$ cat config.mk
export PLATFORM = sky130hd
export DESIGN_NAME = sel_arbiter
export DESIGN_NICKNAME = d
export VERILOG_FILES = /design/src/rtl/sel_arbiter_pkg.sv /design/src/rtl/sel_arbiter_hold_timer.sv /design/src/rtl/sel_arbiter.sv
export SDC_FILE = /design/constraint.sdc
export NUM_CORES = 1
export LEC_CHECK = 0
export BUFFER_PORTS_ARGS = -buffer_cell sky130_fd_sc_hd__buf_2
export CORE_MARGIN = 2
export CORE_UTILIZATION = 25
export CTS_CLUSTER_SIZE = 24
export DETAILED_ROUTE_END_ITERATION = 10
export GPL_TIMING_DRIVEN = 0
export PLACE_DENSITY = 0.52
export SYNTH_ARGS = -nofsm -noshare
export SYNTH_HDL_FRONTEND = slang
export SYNTH_SLANG_ARGS = --single-unit
$ cat constraint.sdc
create_clock -name clk -period 5.3 [get_ports clk]
set_input_delay 1.325 -clock clk [delete_from_list [all_inputs] [get_ports clk]]
set_output_delay 1.325 -clock clk [all_outputs]
set_load 0.005 [all_outputs]
$ cat src/rtl/sel_arbiter_pkg.sv
// Shared types and constants for the sel_arbiter block.
// State encoding, mux select values and the default hold bound.
// Build option SEL_ARBITER_FAIR_EN is consumed by sel_arbiter.sv.
package sel_arbiter_pkg;

  typedef enum logic [1:0] {
    IDLE  = 2'd0,
    GNT_A = 2'd1,
    GNT_B = 2'd2
  } state_e;

  localparam logic SEL_A = 1'b0;
  localparam logic SEL_B = 1'b1;

  localparam int HOLD_MAX_DEF = 8;

endpackage

$ cat src/rtl/sel_arbiter_hold_timer.sv
// hold_timer: saturating up-counter with synchronous clear.
// Latency: count/at_max are registered; clr wins over en.
// No backpressure: the counter simply stops at HOLD_MAX-1.
module hold_timer #(
  parameter int HOLD_MAX = 8,
  localparam int CW      = $clog2(HOLD_MAX)
) (
  input  logic          clk,
  input  logic          rst,
  input  logic          clr,
  input  logic          en,
  output logic [CW-1:0] cnt,
  output logic          at_max
);

  localparam logic [CW-1:0] CNT_MAX = CW'(HOLD_MAX - 1);

  logic [CW-1:0] cnt_q;
  logic [CW-1:0] cnt_d;

  // Next count: clear on grant entry/idle, otherwise count up and stick at the top.
  always_comb begin
    cnt_d = cnt_q;
    if (clr) begin
      cnt_d = '0;
    end else if (en && (cnt_q != CNT_MAX)) begin
      cnt_d = cnt_q + 1'b1;
    end
  end

  // Count register.
  always_ff @(posedge clk or posedge rst) begin
    if (rst) begin
      cnt_q <= '0;
    end else begin
      cnt_q <= cnt_d;
    end
  end

  assign cnt    = cnt_q;
  assign at_max = (cnt_q == CNT_MAX);

endmodule

$ cat src/rtl/sel_arbiter.sv
// sel_arbiter: two-requester grant FSM driving a 2:1 mux select, bounded hold time.
// Latency: 1 cycle request-to-grant; every output is registered.
// Holder keeps the grant until done/req drop, or is pre-empted after HOLD_MAX cycles
// while the other side waits. Macro SEL_ARBITER_FAIR_EN selects round-robin ties.
module sel_arbiter
  import sel_arbiter_pkg::*;
#(
  parameter int  HOLD_MAX = HOLD_MAX_DEF,
  localparam int CW       = $clog2(HOLD_MAX)
) (
  input  logic          clk,
  input  logic          rst,
  input  logic          req_a,
  input  logic          req_b,
  input  logic          done,
  output logic          grant_a,
  output logic          grant_b,
  output logic          sel,
  output logic          preempt,
  output logic [CW-1:0] hold_cnt
);

  state_e state_q, state_d;
  logic   sel_q, sel_d;
  logic   preempt_q, preempt_d;
  logic   tmr_clr;
  logic   tmr_en;
  logic   at_max;
  state_e tie_state;

`ifdef SEL_ARBITER_FAIR_EN
  // Most recently granted side; resets to B so A wins the first tie.
  // Only the round-robin tie-break reads it, so only that build keeps it.
  logic last_q, last_d;

  // Round-robin: a tie from IDLE goes to the side that was not granted last.
  always_comb begin
    tie_state = (last_q == SEL_B) ? GNT_A : GNT_B;
  end

  // Record the side of every new grant.
  always_comb begin
    last_d = last_q;
    if (state_d == GNT_A) begin
      last_d = SEL_A;
    end else if (state_d == GNT_B) begin
      last_d = SEL_B;
    end
  end

  // Last-granted register.
  always_ff @(posedge clk or posedge rst) begin
    if (rst) begin
      last_q <= SEL_B;
    end else begin
      last_q <= last_d;
    end
  end
`else
  // Fixed priority: A always wins a tie from IDLE.
  always_comb begin
    tie_state = GNT_A;
  end
`endif

  // Next-state and pre-emption decision. A release always hands straight to a
  // waiting other side, which is also the round-robin "yield" on release.
  always_comb begin
    state_d   = state_q;
    preempt_d = 1'b0;
    unique case (state_q)
      IDLE: begin
        if (req_a && req_b) begin
          state_d = tie_state;
        end else if (req_a) begin
          state_d = GNT_A;
        end else if (req_b) begin
          state_d = GNT_B;
        end
      end
      GNT_A: begin
        if (done || !req_a) begin
          state_d = req_b ? GNT_B : IDLE;
        end else if (at_max && req_b) begin
          state_d   = GNT_B;
          preempt_d = 1'b1;
        end
      end
      GNT_B: begin
        if (done || !req_b) begin
          state_d = req_a ? GNT_A : IDLE;
        end else if (at_max && req_a) begin
          state_d   = GNT_A;
          preempt_d = 1'b1;
        end
      end
      default: begin
        state_d = IDLE;
      end
    endcase
  end

  // Select follows the grant being entered and holds through IDLE.
  always_comb begin
    sel_d = sel_q;
    if (state_d == GNT_A) begin
      sel_d = SEL_A;
    end else if (state_d == GNT_B) begin
      sel_d = SEL_B;
    end
  end

  // Timer restarts on every grant entry (including hand-overs) and sits at 0 in IDLE.
  always_comb begin
    tmr_clr = (state_d == IDLE) || (state_d != state_q);
    tmr_en  = (state_q != IDLE);
  end

  // State, select and pre-emption pulse registers.
  always_ff @(posedge clk or posedge rst) begin
    if (rst) begin
      state_q   <= IDLE;
      sel_q     <= SEL_A;
      preempt_q <= 1'b0;
    end else begin
      state_q   <= state_d;
      sel_q     <= sel_d;
      preempt_q <= preempt_d;
    end
  end

  hold_timer #(
    .HOLD_MAX (HOLD_MAX)
  ) u_hold_timer (
    .clk    (clk),
    .rst    (rst),
    .clr    (tmr_clr),
    .en     (tmr_en),
    .cnt    (hold_cnt),
    .at_max (at_max)
  );

  assign grant_a = (state_q == GNT_A);
  assign grant_b = (state_q == GNT_B);
  assign sel     = sel_q;
  assign preempt = preempt_q;

endmodule

After elaboration in Yosys (flattened, before gate mapping)
Cells that the tools add are included.
- register bits: 7
- input port bits: 5
- output and inout port bits: 7
- logic and storage cells: 45
- $add $sub $neg: 1
- eq/ne operators: 7
- mux-type cells: 19
- reductions and logical operators: 14
- operators by type and width (kind ; number):
    $mux 2 ; 8
    $mux 1 ; 7
    $mux 3 ; 2
    $pmux 2 s3 ; 1
    $reduce_bool 2->1 ; 3
    $eq 2x1->1 const B ; 2
    $eq 2x2->1 const B ; 2
    $logic_and 1x1->1 ; 4
    $logic_not 2->1 ; 2
    $add 3x1->3 const B ; 1
    $eq 3x3->1 const B ; 1
    $logic_or 1x1->1 ; 3
    $ne 3x3->1 const B ; 1
    $logic_not 1->1 ; 2
    $ne 2x2->1 ; 1
    $pmux 1 s2 ; 1

Logic depth before layout (Yosys ltp)
- depth after elaboration: 8
- mapped depth: 11
- gate-level depth less buffers: 11

Modules after synthesis
From an unflattened synthesis, not the netlist that was laid out.
- cell total of the unflattened synthesis: 69
- area, all modules: 631.9 um^2
- by module, submodules not included (module ; instances ; cells each ; area an instance (um^2) ; sequential area each (um^2)):
    sel_arbiter ; 1 ; 53 ; 444.2 ; 100.1
    hold_timer ; 1 ; 16 ; 187.7 ; 75.1

Worst setup path after synthesis
Ideal clock, no wire load.
- path kind: in2reg
- start point: input req_b
- end point: register u_hold_timer.cnt_q[0] (netlist: u_hold_timer.cnt[0])
- data arrival time: 2.785 ns
- data required time: 5.199 ns
- setup slack: 2.414 ns
- stages on the path: 9
- path buffers: 0
- path through: nor2b_1 a22o_1 nand2_1 a31o_2 ha_1 a21oi_1 o41ai_1 a211o_1 nor4_1
- cells in the longest elaborated chain, start to end: 7
- elaborated cells between the ends (all ways): 17
- classes of those cells: 1 x eq/ne; 9 x mux; 7 x reduce/logical
- ends and longest elaborated chain (item ; RTL line ; source):
    start, declared ; sel_arbiter.sv:14 ; input logic req_b,
    $mux 2, or another cell as far along ; sel_arbiter.sv:77 ; end else if (req_b) begin
    $mux 2, or another cell as far along ; sel_arbiter.sv:75 ; end else if (req_a) begin
    $mux 2 (on tied branches) ; sel_arbiter.sv:73, sel_arbiter.sv:82, sel_arbiter.sv:90 ;
    $pmux 2 s3 * ; sel_arbiter.sv:71 ; unique case (state_q)
    $ne 2x2->1 / $logic_not 2->1 (equally long branches) ; sel_arbiter.sv:115 ; tmr_clr = (state_d == IDLE) || (state_d != state_q);
    $logic_or 1x1->1 * ; sel_arbiter.sv:115 ;
    $mux 3 / $reduce_bool 2->1 (equally long branches) ; n/a ;
    end signal, assigned ; sel_arbiter_hold_timer.sv:36 ; cnt_q <= cnt_d;
    end, declared ; sel_arbiter_hold_timer.sv:18 ; logic [CW-1:0] cnt_q;
Mark *: on every way between the ends. The rest lies on a longest branch, timed or not.
A chain may end at the register's enable or synchronous reset.

Worst setup path in the final report
- start point: input req_b
- end point: register u_hold_timer.cnt_q[2] (netlist: u_hold_timer.cnt[2])
The elaborated chain is that of the path after synthesis.

==> out/metrics.yaml <==
status:
  outcome: "complete, no violations"
place:
  dp_hpwl_um: 1090
  place.gp.congestion: 0.790
  numPortBuffers: 11
  dp_cells: 104
worst_setup_path:
  r2r_end: "u_hold_timer.cnt[2]"
  path_buf_inv: 1
  max_stage_delay_ps: 300
  reg2reg_from: "state_q[0]"
  crit_family: "compound AO/OA/AOI/OAI gates"
  crit_end: "u_hold_timer.cnt[2]"
  startpoint_type: "input port"
  crit_required_ps: 5440
  startpoint: "req_b"
  crit_chain: "buf_2, nor2b_1, a22o_1, nand2_1, a31o_2, ha_1, a21oi_1, o41ai_1, a211o_1, nor4_1"
  criticalPathCategory: "input port to flip-flop"
  critPathMaxFanout: 9
  worst-r2r-cell-count: 10
  reg2reg_setup_slack_ps: 2650
  worstPathArrival_ps: 3250
  endpoint_kind: "flip-flop"
  path_depth: 10
  slowest_stage: "nor4_1"
clock_network:
  cts_tree: "done"
  cts_buffers: 3
  cts_sinks: 7
  htreeDepth: 1
  path_clk_slew_ps: 50
  cts_resized: 0
  insertion_delay_ps: 250
  cts_root_buf: "clkbuf_4"
  post-cts-setup-buffer-count: 0
  clock_path_buffers: 2
  cts.hold.buffers_added: 0
global_routing:
  grt_pass1_vias: 532
  grt_start_max_net_pins: 11
  track_usage: 0.111
  grt_overflow: 0
  antenna_found_initial: 0
  grt_first_pass_wirelength_um: 2250
synth:
  syn_inst: 65
  synth_area_um2: 597
  yosysMostFrequentCell: "ha_1"
  synth_fp_nets: 78
  synthFlopType: "dfrtp_1"
  synth_area_leaders: "dfrtp_1, ha_1, mux2i_1"
  avgSynthCellArea_um2: 9.18
  ys_warn_count: 0
  yosys-top-cells-count: "ha_1, dfrtp_1, inv_1, nor2_1"
  yosysTopAreaCellShare: 0.294
  synth_largest_area_cell: "dfrtp_1"
  synthArstFlopShare: 1.00
  synth-seq-cells: 7
  synth_cell_types: 32
  synth-edff-count: 0
  synth-seq-area-share: 0.294
sta:
  period_share: 0.587
  post-route-min-period_ps: 3110
  slew_violations: 0
  hold_violations: 0
  relSlewSlack: 0.721
  fin_skew_ps: 3.31
  fmax_ghz: 0.321
  tns_ps: 0
  finalSetupViolCount: 0
  worst_pin_slew_ps: 407
  rsz0062_at_grt: "no"
  whs_ps: 516
floorplanning:
  core_mm2: 0.00223
  dieArea_mm2: 0.00279
  row_count: 17
  die_x_um: 52.9
  floorplan.initialDensity: 0.267
  die_y_um: 52.9
  pin_count: 12
pwr:
  powerDensity_mw_per_mm2: 467
  peakVddDrop_v: 0.000196
  p_leak_nw: 0.366
route:
  drtPass1Iterations: 3
  drt-wirelength-per-cell_um: 12.6
  ant_nets: 0
  vias: 533
  routed_wl_um: 1360
  drc: 0
  drt_iter0_markers: 3
  vias_per_cell: 4.94
job:
  cap_violations: 0
layout:
  final_layout_size_suffix_gt1_frac: 0.188
  n_antenna_cell: 0
  syn_to_final_growth_pct: 19.5
  fin_cells: 108
  nets: 94
min_path:
  hold_path.class: "flip-flop to flip-flop"
==> layer usage <==
metal / GRT usage / up-vias / wire (µm)
li1: - / 272 / -
met4: 0.0812 / 0 / 12
met3: 0.0113 / 2 / 36
met2: 0.188 / 7 / 659
met5: 0 / - / 0
met1: 0.130 / 252 / 649
==> cells in the final DEF, fill, tap and decap left out <==
cell,netlist,final
clkbuf_1,0,1
buf_2,0,11
nand3_1,1,1
nor2b_1,1,1
dfrtp_1,7,7
and3b_1,1,1
or3b_1,1,1
a21oi_1,3,3
inv_1,5,5
a211o_1,1,1
buf_1,1,1
nor3b_1,2,2
mux2i_1,3,3
a2111oi_0,1,1
o2111a_1,1,1
a22o_1,1,1
or3_1,1,1
nor4_1,3,3
xnor2_1,1,1
a21o_1,2,2
o41ai_1,1,1
clkbuf_4,0,3
or2b_1,1,1
a32o_1,1,1
a31oi_1,1,1
ha_1,8,8
nand2_1,3,3
o21ai_0,3,3
and2_1,1,1
and2b_1,2,2
nand4b_1,1,1
nor3_1,1,1
a31o_2,1,1
nor2_1,4,4
o22ai_1,1,1
==> cells by family (layout without fill, tap and decap cells) <==
logic type | Yosys count | after routing | synth area share
simple gates | 23 | 23 | 0.231
fa+ha+maj | 8 | 8 | 0.168
xor+xnor | 1 | 1 | 0.0147
buf+inv | 6 | 21 | 0.0377
mux | 3 | 3 | 0.0503
flops | 7 | 7 | 0.294
compound gates | 17 | 17 | 0.205
==> how the worst min path moves through the flow <==
stage | start | endpoint | slack (ps) | cells past startpoint
floorplan | sel | sel | 510 | 2
global placement | sel | sel | 520 | 2
detailed placement | sel | sel | 510 | 2
CTS | sel | sel | 520 | 2
global route | sel | sel | 530 | 2
finish | sel | sel | 520 | 2
==> stage by stage <==
stage	setup WS, ps	area (µm²)	total power, mW	util
after floorplan	2410	597	0.234	-
after global placement	1930	687	0.286	0.308
after detailed placement	1910	687	0.289	0.308
after CTS	2170	713	0.341	0.319
after global routing	1990	713	0.368	0.319
final	2190	713	0.333	0.319
==> worst register-to-register path, stage by stage (launching register included) <==
cell     delay [ps]
dfrtp_1         460
inv_1           170
ha_1            290
inv_1            80
or3_1           360
a21o_1          210
ha_1            180
a21oi_1         130
o41ai_1          90
a211o_1         270
nor4_1          300
==> power by group <==
group	internal, mW	switching [mW]
logic	0.0905	0.108
registers	0.0669	0.0204
clock network	0.0286	0.0184
==> area by class of cell <==
type                       count  area (µm²)
buffer                         1        3.75
clock buffer                   4        26.3
fill                         257        1520
inverter                       5        18.8
multi-input combinational     52         399
sequential                     7         175
tap                           28        35.0
timing repair buffer          11        55.1
==> state kept, by name, indices dropped and copies added, names as in the netlist <==
name,flops
u_hold_timer.cnt,3
state_q,2
preempt,1
sel,1
No activity file was read; power rests on OpenSTA's default activity.
